<file path="config.mk">
export PLATFORM = sky130hd
export DESIGN_NAME = pc_sequencer
export DESIGN_NICKNAME = d
export VERILOG_FILES = /design/src/rtl/pc_sequencer.sv
export SDC_FILE = /design/constraint.sdc
export NUM_CORES = 1
export LEC_CHECK = 0
export ABC_AREA = 1
export CORE_MARGIN = 10
export CORE_UTILIZATION = 25
export CTS_CLUSTER_DIAMETER = 100
export DETAILED_ROUTE_END_ITERATION = 8
export SLEW_MARGIN = 30
export SYNTH_ARGS = -nofsm -noshare
export SYNTH_HDL_FRONTEND = slang
export SYNTH_SLANG_ARGS = --single-unit
export TNS_END_PERCENT = 1
</file>
<file path="constraint.sdc">
create_clock -name clk -period 2.83 [get_ports clk]
set_clock_uncertainty 0.15 [all_clocks]
set_input_delay 0.283 -clock clk [delete_from_list [all_inputs] [get_ports clk]]
set_output_delay 0.283 -clock clk [all_outputs]
set_load 0.005 [all_outputs]
</file>
<file path="src/rtl/pc_sequencer.sv">
// Fetch/execute sequencer, program counter and return-address stack for the 8-bit core.
// Latency: 2 cycles per 1-byte instruction, 3 per 2-byte instruction, plus 1 per ack wait cycle.
// Backpressure: imem_req and imem_addr are held until imem_ack is seen; optional trap build via PC_SEQ_STACK_TRAP_EN.
module pc_sequencer #(
  parameter int ADDR_WIDTH  = 8,
  parameter int STACK_DEPTH = 8
) (
  input  logic                  clk,
  input  logic                  rst_n,
  output logic                  imem_req,
  output logic [ADDR_WIDTH-1:0] imem_addr,
  input  logic                  imem_ack,
  input  logic [7:0]            imem_rdata,
  output logic [7:0]            ir,
  output logic [7:0]            arg,
  input  logic                  has_arg,
  input  logic                  jmp_en,
  input  logic                  is_ret,
  input  logic [1:0]            stack_control,
  input  logic                  soft_rst,
  output logic [1:0]            stack_flags,
  output logic                  exec_en,
  output logic                  stack_err,
  output logic [ADDR_WIDTH-1:0] pc
);

  localparam int          IDX_W = $clog2(STACK_DEPTH);
  localparam int          SP_W  = IDX_W + 1;
  localparam logic [7:0]  NOP   = 8'h11;

`ifdef PC_SEQ_STACK_TRAP_EN
  typedef enum logic [1:0] {S_FETCH, S_ARG, S_EXEC, S_HALT} state_t;
`else
  typedef enum logic [1:0] {S_FETCH, S_ARG, S_EXEC} state_t;
`endif

  state_t                state;
  logic [SP_W-1:0]       sp;
  logic [ADDR_WIDTH-1:0] stack_mem [STACK_DEPTH];

  logic                  st_full;
  logic                  st_empty;
  logic [ADDR_WIDTH-1:0] arg_addr;
  logic [ADDR_WIDTH-1:0] stack_top;
  logic [ADDR_WIDTH-1:0] pc_nxt;
  logic [SP_W-1:0]       sp_nxt;
  logic                  push_en;
  logic                  err_evt;
  logic                  fire;

  assign imem_addr = pc;
  assign st_full   = (sp == SP_W'(STACK_DEPTH));
  assign st_empty  = (sp == '0);
  assign arg_addr  = ADDR_WIDTH'(arg);
  assign stack_top = stack_mem[sp[IDX_W-1:0] - IDX_W'(1)];
  assign fire      = imem_req && imem_ack;

  // EXEC-cycle PC/stack resolution in decoder priority order.
  always_comb begin
    pc_nxt  = pc;
    sp_nxt  = sp;
    push_en = 1'b0;
    err_evt = 1'b0;
    if (soft_rst) begin
      pc_nxt = '0;
      sp_nxt = '0;
    end else if (stack_control == 2'b11) begin
      err_evt = 1'b1;
    end else if (stack_control == 2'b10 && jmp_en) begin
      if (st_full) begin
        err_evt = 1'b1;
      end else begin
        push_en = 1'b1;
        sp_nxt  = sp + SP_W'(1);
        pc_nxt  = arg_addr;
      end
    end else if (stack_control == 2'b01 && jmp_en) begin
      if (st_empty) begin
        err_evt = 1'b1;
      end else begin
        pc_nxt = stack_top;
        sp_nxt = sp - SP_W'(1);
      end
    end else if (is_ret && jmp_en && st_empty) begin
      err_evt = 1'b1;
    end else if (jmp_en) begin
      pc_nxt = arg_addr;
    end
  end

  // Return-address storage; only the stack pointer needs a reset value.
  always_ff @(posedge clk) begin
    if (state == S_EXEC && push_en) begin
      stack_mem[sp[IDX_W-1:0]] <= pc;
    end
  end

  // Sequencer FSM with registered request, strobe and flag outputs.
  always_ff @(posedge clk or negedge rst_n) begin
    if (!rst_n) begin
      state       <= S_FETCH;
      pc          <= '0;
      ir          <= NOP;
      arg         <= '0;
      imem_req    <= 1'b0;
      exec_en     <= 1'b0;
      sp          <= '0;
      stack_flags <= 2'b01;
      stack_err   <= 1'b0;
    end else begin
      case (state)
        S_FETCH: begin
          if (fire) begin
            ir <= imem_rdata;
            pc <= pc + ADDR_WIDTH'(1);
            if (has_arg) begin
              state <= S_ARG;
            end else begin
              state    <= S_EXEC;
              imem_req <= 1'b0;
              exec_en  <= 1'b1;
            end
          end else begin
            imem_req <= 1'b1;
          end
        end
        S_ARG: begin
          if (fire) begin
            arg      <= imem_rdata;
            pc       <= pc + ADDR_WIDTH'(1);
            state    <= S_EXEC;
            imem_req <= 1'b0;
            exec_en  <= 1'b1;
          end else begin
            imem_req <= 1'b1;
          end
        end
        S_EXEC: begin
          exec_en     <= 1'b0;
          pc          <= pc_nxt;
          sp          <= sp_nxt;
          stack_flags <= {sp_nxt == SP_W'(STACK_DEPTH), sp_nxt == '0};
          if (err_evt) stack_err <= 1'b1;
          if (soft_rst) ir <= NOP;
`ifdef PC_SEQ_STACK_TRAP_EN
          if (err_evt) begin
            state    <= S_HALT;
            imem_req <= 1'b0;
          end else begin
            state    <= S_FETCH;
            imem_req <= 1'b1;
          end
`else
          state    <= S_FETCH;
          imem_req <= 1'b1;
`endif
        end
`ifdef PC_SEQ_STACK_TRAP_EN
        S_HALT: begin
          imem_req <= 1'b0;
          exec_en  <= 1'b0;
        end
`endif
        default: begin
          state    <= S_FETCH;
          imem_req <= 1'b0;
          exec_en  <= 1'b0;
        end
      endcase
    end
  end

endmodule

</file>
==> metrics.yaml, run 1 <==
outcome: "completed"
antenna_found_initial: 0
root_buffer: "clkbuf_16"
layout_setup_ws_ns: 0.610
firstDrtPassIters: 5
path_clk_slew_ns: 0.06
dp_slack_ns: 0.424
numPortBuffers: 53
final_common_cell: "nand2_1"
yosysSeqAreaShare: 0.590
area_growth_pct: 24.7
fp-row-count: 50
cts_tree: "yes"
drv_slew: 0
grt_overflow: 0
required_ns: 2.73
synth_xor_area_frac: 0.00553
holdPathStages: 2
final.min_clock_period_ns: 2.22
ys_warn_count: 0
cts_buffers: 9
holdCritPathClass: "flop to flop"
fin_cells: 831
die_area_sq_um: 24900
synth_top_family_by_area: "simple AND/OR/NAND/NOR gates"
fin_area_sq_um: 5920
gp_congestion: 0.842
arrival_ns: 2.12
endpoint_kind: "flop"
worstSkewPairLatency_ns: 0.34
core_area_sq_um: 18700
finalCritPeriodShare: 0.785
muxShareOfSynthArea: 0
ant_nets: 0
clock-sinks: 99
initial_core_util: 0.254
grt_start_max_net_pins: 40
drtIter0Drc: 359
layout-drive-gt1-share: 0.109
setup_violations: 0
antenna_cells: 0
cts-htree-levels: 3
p_leak_nw: 2.58
die_y_microns: 158
synth-adder-area-share: 0.00791
grt_pass1_vias: 3622
cp_max_fo: 8
worstSetupPathType: "flop to flop"
finalPower_mw: 5.86
synth_area_per_cell_sq_um: 8.96
final_cell_mix: "162 x nand2_1, 69 x inv_1, 64 x edfxtp_1"
io_pins: 54
fillers: 1900
synthDistinctLibCells: 32
track_usage: 0.102
ys_ff_latch: 99
hpwl_mm: 9.05
yosys.area_share.simple: 0.257
dpl_cell_area_sq_um: 5570
synth_fp_nets: 550
final_nets: 612
worstMarginPinSlew_ns: 0.825
grt_pass1_wl_mm: 19.9
drc: 0
fmax_mhz: 450
synth_compound_area_frac: 0.0477
final_util: 0.317
drv_cap: 0
relSlewSlack: 0.450
worst_ir_drop_vdd_uv: 465
cts.path.max_buffers: 2
wl_per_cell_microns: 14.8
viasPerCell: 4.35
placed_cells: 814
synth_area_sq_um: 4750
cts_setup_buffers: 0
synth_cells: 530
r2r_cells: 8
via_count: 3614
rsz0062_at_grt: "false"
hold_violations: 0
fp.dieW_microns: 158
final.setup.tns_ns: 0
holdWs_ns: 0.320
cp-start-kind: "flop"
p_per_area_nw_per_um2: 990
drt_wl_total_mm: 12.3
==> routing by layer <==
metal,share of wire,track usage
met5,0,0
met4,0.0096,0.0249
met3,0.084,0.0361
met2,0.46,0.162
met1,0.45,0.130
==> where the power goes <==
group / total (mW) / internal [mW] / switching, mW
logic: 2.25 / 0.977 / 1.27
registers: 2.23 / 1.91 / 0.323
clock network: 1.38 / 0.860 / 0.522
==> logic make-up (layout without fill, tap and decap cells) <==
family          Yosys count  after routing
simple gates            286            286
fa+ha+maj                 3              3
compound gates           40             40
buf+inv                  99            166
flops                    99             99
xor+xnor                  3              3
==> path summary, 6_finish.rpt <==
check,slack (ns),endpoint,from
max,0.61,stack_mem[3][3]$_DFFE_PP_,sp[1]$_DFFE_PN0P_
min,0.32,stack_flags[0]$_DFFE_PN1P_,stack_flags[0]$_DFFE_PN1P_
max reg2reg,0.61,stack_mem[3][3]$_DFFE_PP_,sp[1]$_DFFE_PN0P_
min reg2reg,0.32,stack_flags[0]$_DFFE_PN1P_,stack_flags[0]$_DFFE_PN1P_
max in group asynchronous,1.59,sp[1]$_DFFE_PN0P_,rst_n
min in group asynchronous,0.41,exec_en$_DFFE_PN0P_,rst_n
==> what timing repair did <==
action,CTS,global route
hold endpoints to repair,32,0
hold buffers,1,0
resized for setup,0,0
==> cells in the mapped netlist, drive strengths merged <==
library cell,instances,share of area
nand2,171,0.14
inv,76,0.061
edfxtp,64,0.40
nand3,62,0.067
nor2,46,0.040
dfrtp,32,0.17
o21ai,22,0.023
buf,20,0.028
a21oi,13,0.016
nor3,5,0.0053
clkbuf,3,0.0024
dfstp,3,0.017
ha,3,0.0079
xor2,3,0.0055
o22ai,2,0.0040
a31oi,1,0.0013
nand4,1,0.0013
o211ai,1,0.0016
o21a,1,0.0016
or2,1,0.0013
==> flip-flops by register name, summed over array words and instances, names as in the netlist <==
| register | flops |
|---|---|
| imem_addr | 8 |
| stack_flags | 2 |
| exec_en | 1 |
| stack_err | 1 |
| sp | 4 |
| state | 2 |
| arg | 8 |
| stack_mem | 64 |
| ir | 8 |
| imem_req | 1 |
==> worst max-delay path, stage by stage, from the launching register on <==
cell and delay, ns:
dfrtp_1 0.43, inv_1 0.16, ha_1 0.27, nand3_2 0.13, nand2_2 0.08, nor2_1 0.21
nand2_1 0.12, nor3_1 0.18, buf_4 0.21
==> area by class of cell <==
cell class	instances	area, sq um	share of cell area
Tap cell	234	293	0.0494
Sequential cell	99	2800	0.473
Clock inverter	7	116	0.0196
Clock buffer	9	225	0.0380
Multi-Input combinational cell	332	1510	0.255
Timing Repair Buffer	74	686	0.116
Inverter	76	288	0.0486
Power figures use the tool's default switching activity.
==> run 2, diff against run 1 <==
==> constraint.sdc (replaced) <==
create_clock -name clk -period 1.8 [get_ports clk]
set_clock_uncertainty 0.15 [all_clocks]
set_input_delay 0.18 -clock clk [delete_from_list [all_inputs] [get_ports clk]]
set_output_delay 0.18 -clock clk [all_outputs]
set_load 0.005 [all_outputs]
==> run 2 against run 1 <==
The run now ends with setup timing left. Via count rose by 3.9%. First-iteration DRC count fell by 44%. Critical path depth rose by 4. Final area rose by 11%. Clock-buffer cell count rose by 1. Routed wire length rose by 2.2%. Hold slack got worse by 0.28 ns. Combinational power rose by 100%. Critical endpoint is now imem_addr[2]$_DFFE_PN0P_. Largest power group unchanged.
==> metrics.yaml, run 2 (synthesis results as in run 1) <==
arrival_ns: 1.90
antenna_found_initial: 0
final_util: 0.351
io_pins: 54
final_nets: 653
cp-start-kind: "flop"
drc: 0
fp.dieW_microns: 158
ant_nets: 0
root_buffer: "clkbuf_16"
track_usage: 0.105
cts-htree-levels: 3
r2r_setup_slack_ns: -0.01
cp-startpoint: "sp[0]$_DFFE_PN0P_"
required_ns: 1.89
final_cell_mix: "157 x nand2_1, 67 x inv_1, 64 x edfxtp_1"
antenna_cells: 0
layout_setup_ws_ns: -0.0126
outcome: "finished, violations left"
initial_core_util: 0.254
grt_pass1_vias: 3738
r2r_cells: 12
worstSetupPathType: "flop to flop"
holdWs_ns: 0.0354
grt_start_max_net_pins: 39
finalPower_mw: 10.3
finalCritPeriodShare: 1.01
cts_buffers: 9
cp_max_fo: 13
core_area_sq_um: 18700
layout-drive-gt1-share: 0.218
die_y_microns: 158
worstSkewPairLatency_ns: 0.35
drv_slew: 0
grt_pass1_wl_mm: 20.1
viasPerCell: 4.31
cts_tree: "yes"
fmax_mhz: 552
path_clk_slew_ns: 0.07
clock-sinks: 99
hold_violations: 0
drt_wl_total_mm: 12.6
hpwl_mm: 9.54
p_per_area_nw_per_um2: 1560
worst_ir_drop_vdd_uv: 726
via_count: 3755
final.min_clock_period_ns: 1.81
drv_cap: 0
worstMarginPinSlew_ns: 0.377
endpoint_kind: "flop"
area_growth_pct: 38.2
die_area_sq_um: 24900
setup.worst_path.end: "imem_addr[2]$_DFFE_PN0P_"
firstDrtPassIters: 4
timing.rr.start: "sp[0]$_DFFE_PN0P_"
drtIter0Drc: 202
rsz0062_at_grt: "true"
final_common_cell: "nand2_1"
grt_overflow: 0
p_leak_nw: 2.89
largest_reg_flops: 64
cts.path.max_buffers: 2
relSlewSlack: 0.749
numPortBuffers: 53
final.setup.tns_ns: -0.0126
wl_per_cell_microns: 14.4
fp-row-count: 50
holdCritPathClass: "input port to asynchronous set/reset pin"
gp_congestion: 0.862
timing.rr.end: "imem_addr[2]$_DFFE_PN0P_"
setup_violations: 1
violations: "setup timing"
[run 2: worst min-delay path by stage]
stage | startpoint | endpoint | slack [ns] | cells after the start
2_1_floorplan | rst_n | arg[0]$_DFFE_PN0P_ | -0.27 | 0
3_3_place_gp | rst_n | stack_err$_DFFE_PN0P_ | -0.13 | 1
3_5_place_dp | rst_n | sp[3]$_DFFE_PN0P_ | -0.13 | 1
4_1_cts | rst_n | sp[2]$_DFFE_PN0P_ | 0.03 | 2
5_1_grt | rst_n | sp[2]$_DFFE_PN0P_ | 0.08 | 2
6_report | rst_n | sp[2]$_DFFE_PN0P_ | 0.04 | 2
[run 2: worst max-delay path, cell delays in order, from the launching register on]
cell and delay (ns):
dfrtp_1 0.38, inv_2 0.07, ha_4 0.28, inv_4 0.05, buf_8 0.14, o211ai_1 0.12, nand3_1 0.14, nand2_1 0.09
nand2_1 0.06, nand2_1 0.06, nand2_1 0.05, nand2_1 0.06, nand2_1 0.04
[run 2: stage by stage]
| step | setup WS [ns] | std cells | instance area, sq um |
|---|---|---|---|
| final | -0.0126 | 872 | 6560 |
| after global routing | -0.0859 | 872 | 6560 |
| after CTS | -0.0159 | 871 | 6470 |
| after detailed placement | -0.305 | 854 | 6070 |
| after global placement | -0.293 | 854 | 6070 |
| after floorplan | -0.154 | 530 | 4870 |
[run 2: final cells by class]
type	count	area, sq um
Fill cell	1843	12100
Sequential cell	99	2810
Multi-Input combinational cell	332	1690
Timing Repair Buffer	115	1110
Tap cell	234	293
Inverter	76	290
Clock buffer	10	229
Clock inverter	6	136
[run 2: repair_timing]
item                                    in CTS  in global routing
endpoints found under the setup margin      45                 67
hold endpoints to repair                    33                  0
gates resized for setup                      9                 24
buffers inserted                             0                  1
hold buffers                                 1                  0
pin swaps                                    3                 10
[run 2: routing by layer]
layer,share of wire,wire length (microns),global-route usage
met1,0.44,5600,0.135
met2,0.47,5900,0.165
met3,0.079,999,0.0342
met4,0.0077,97,0.0263
met5,0,0,0
[run 2: report_power, final]
group / internal, mW / switching (mW) / leakage, nW
combinational: 2.08 / 2.51 / 1.73
sequential: 3.01 / 0.345 / 0.988
clock: 1.50 / 0.810 / 0.173
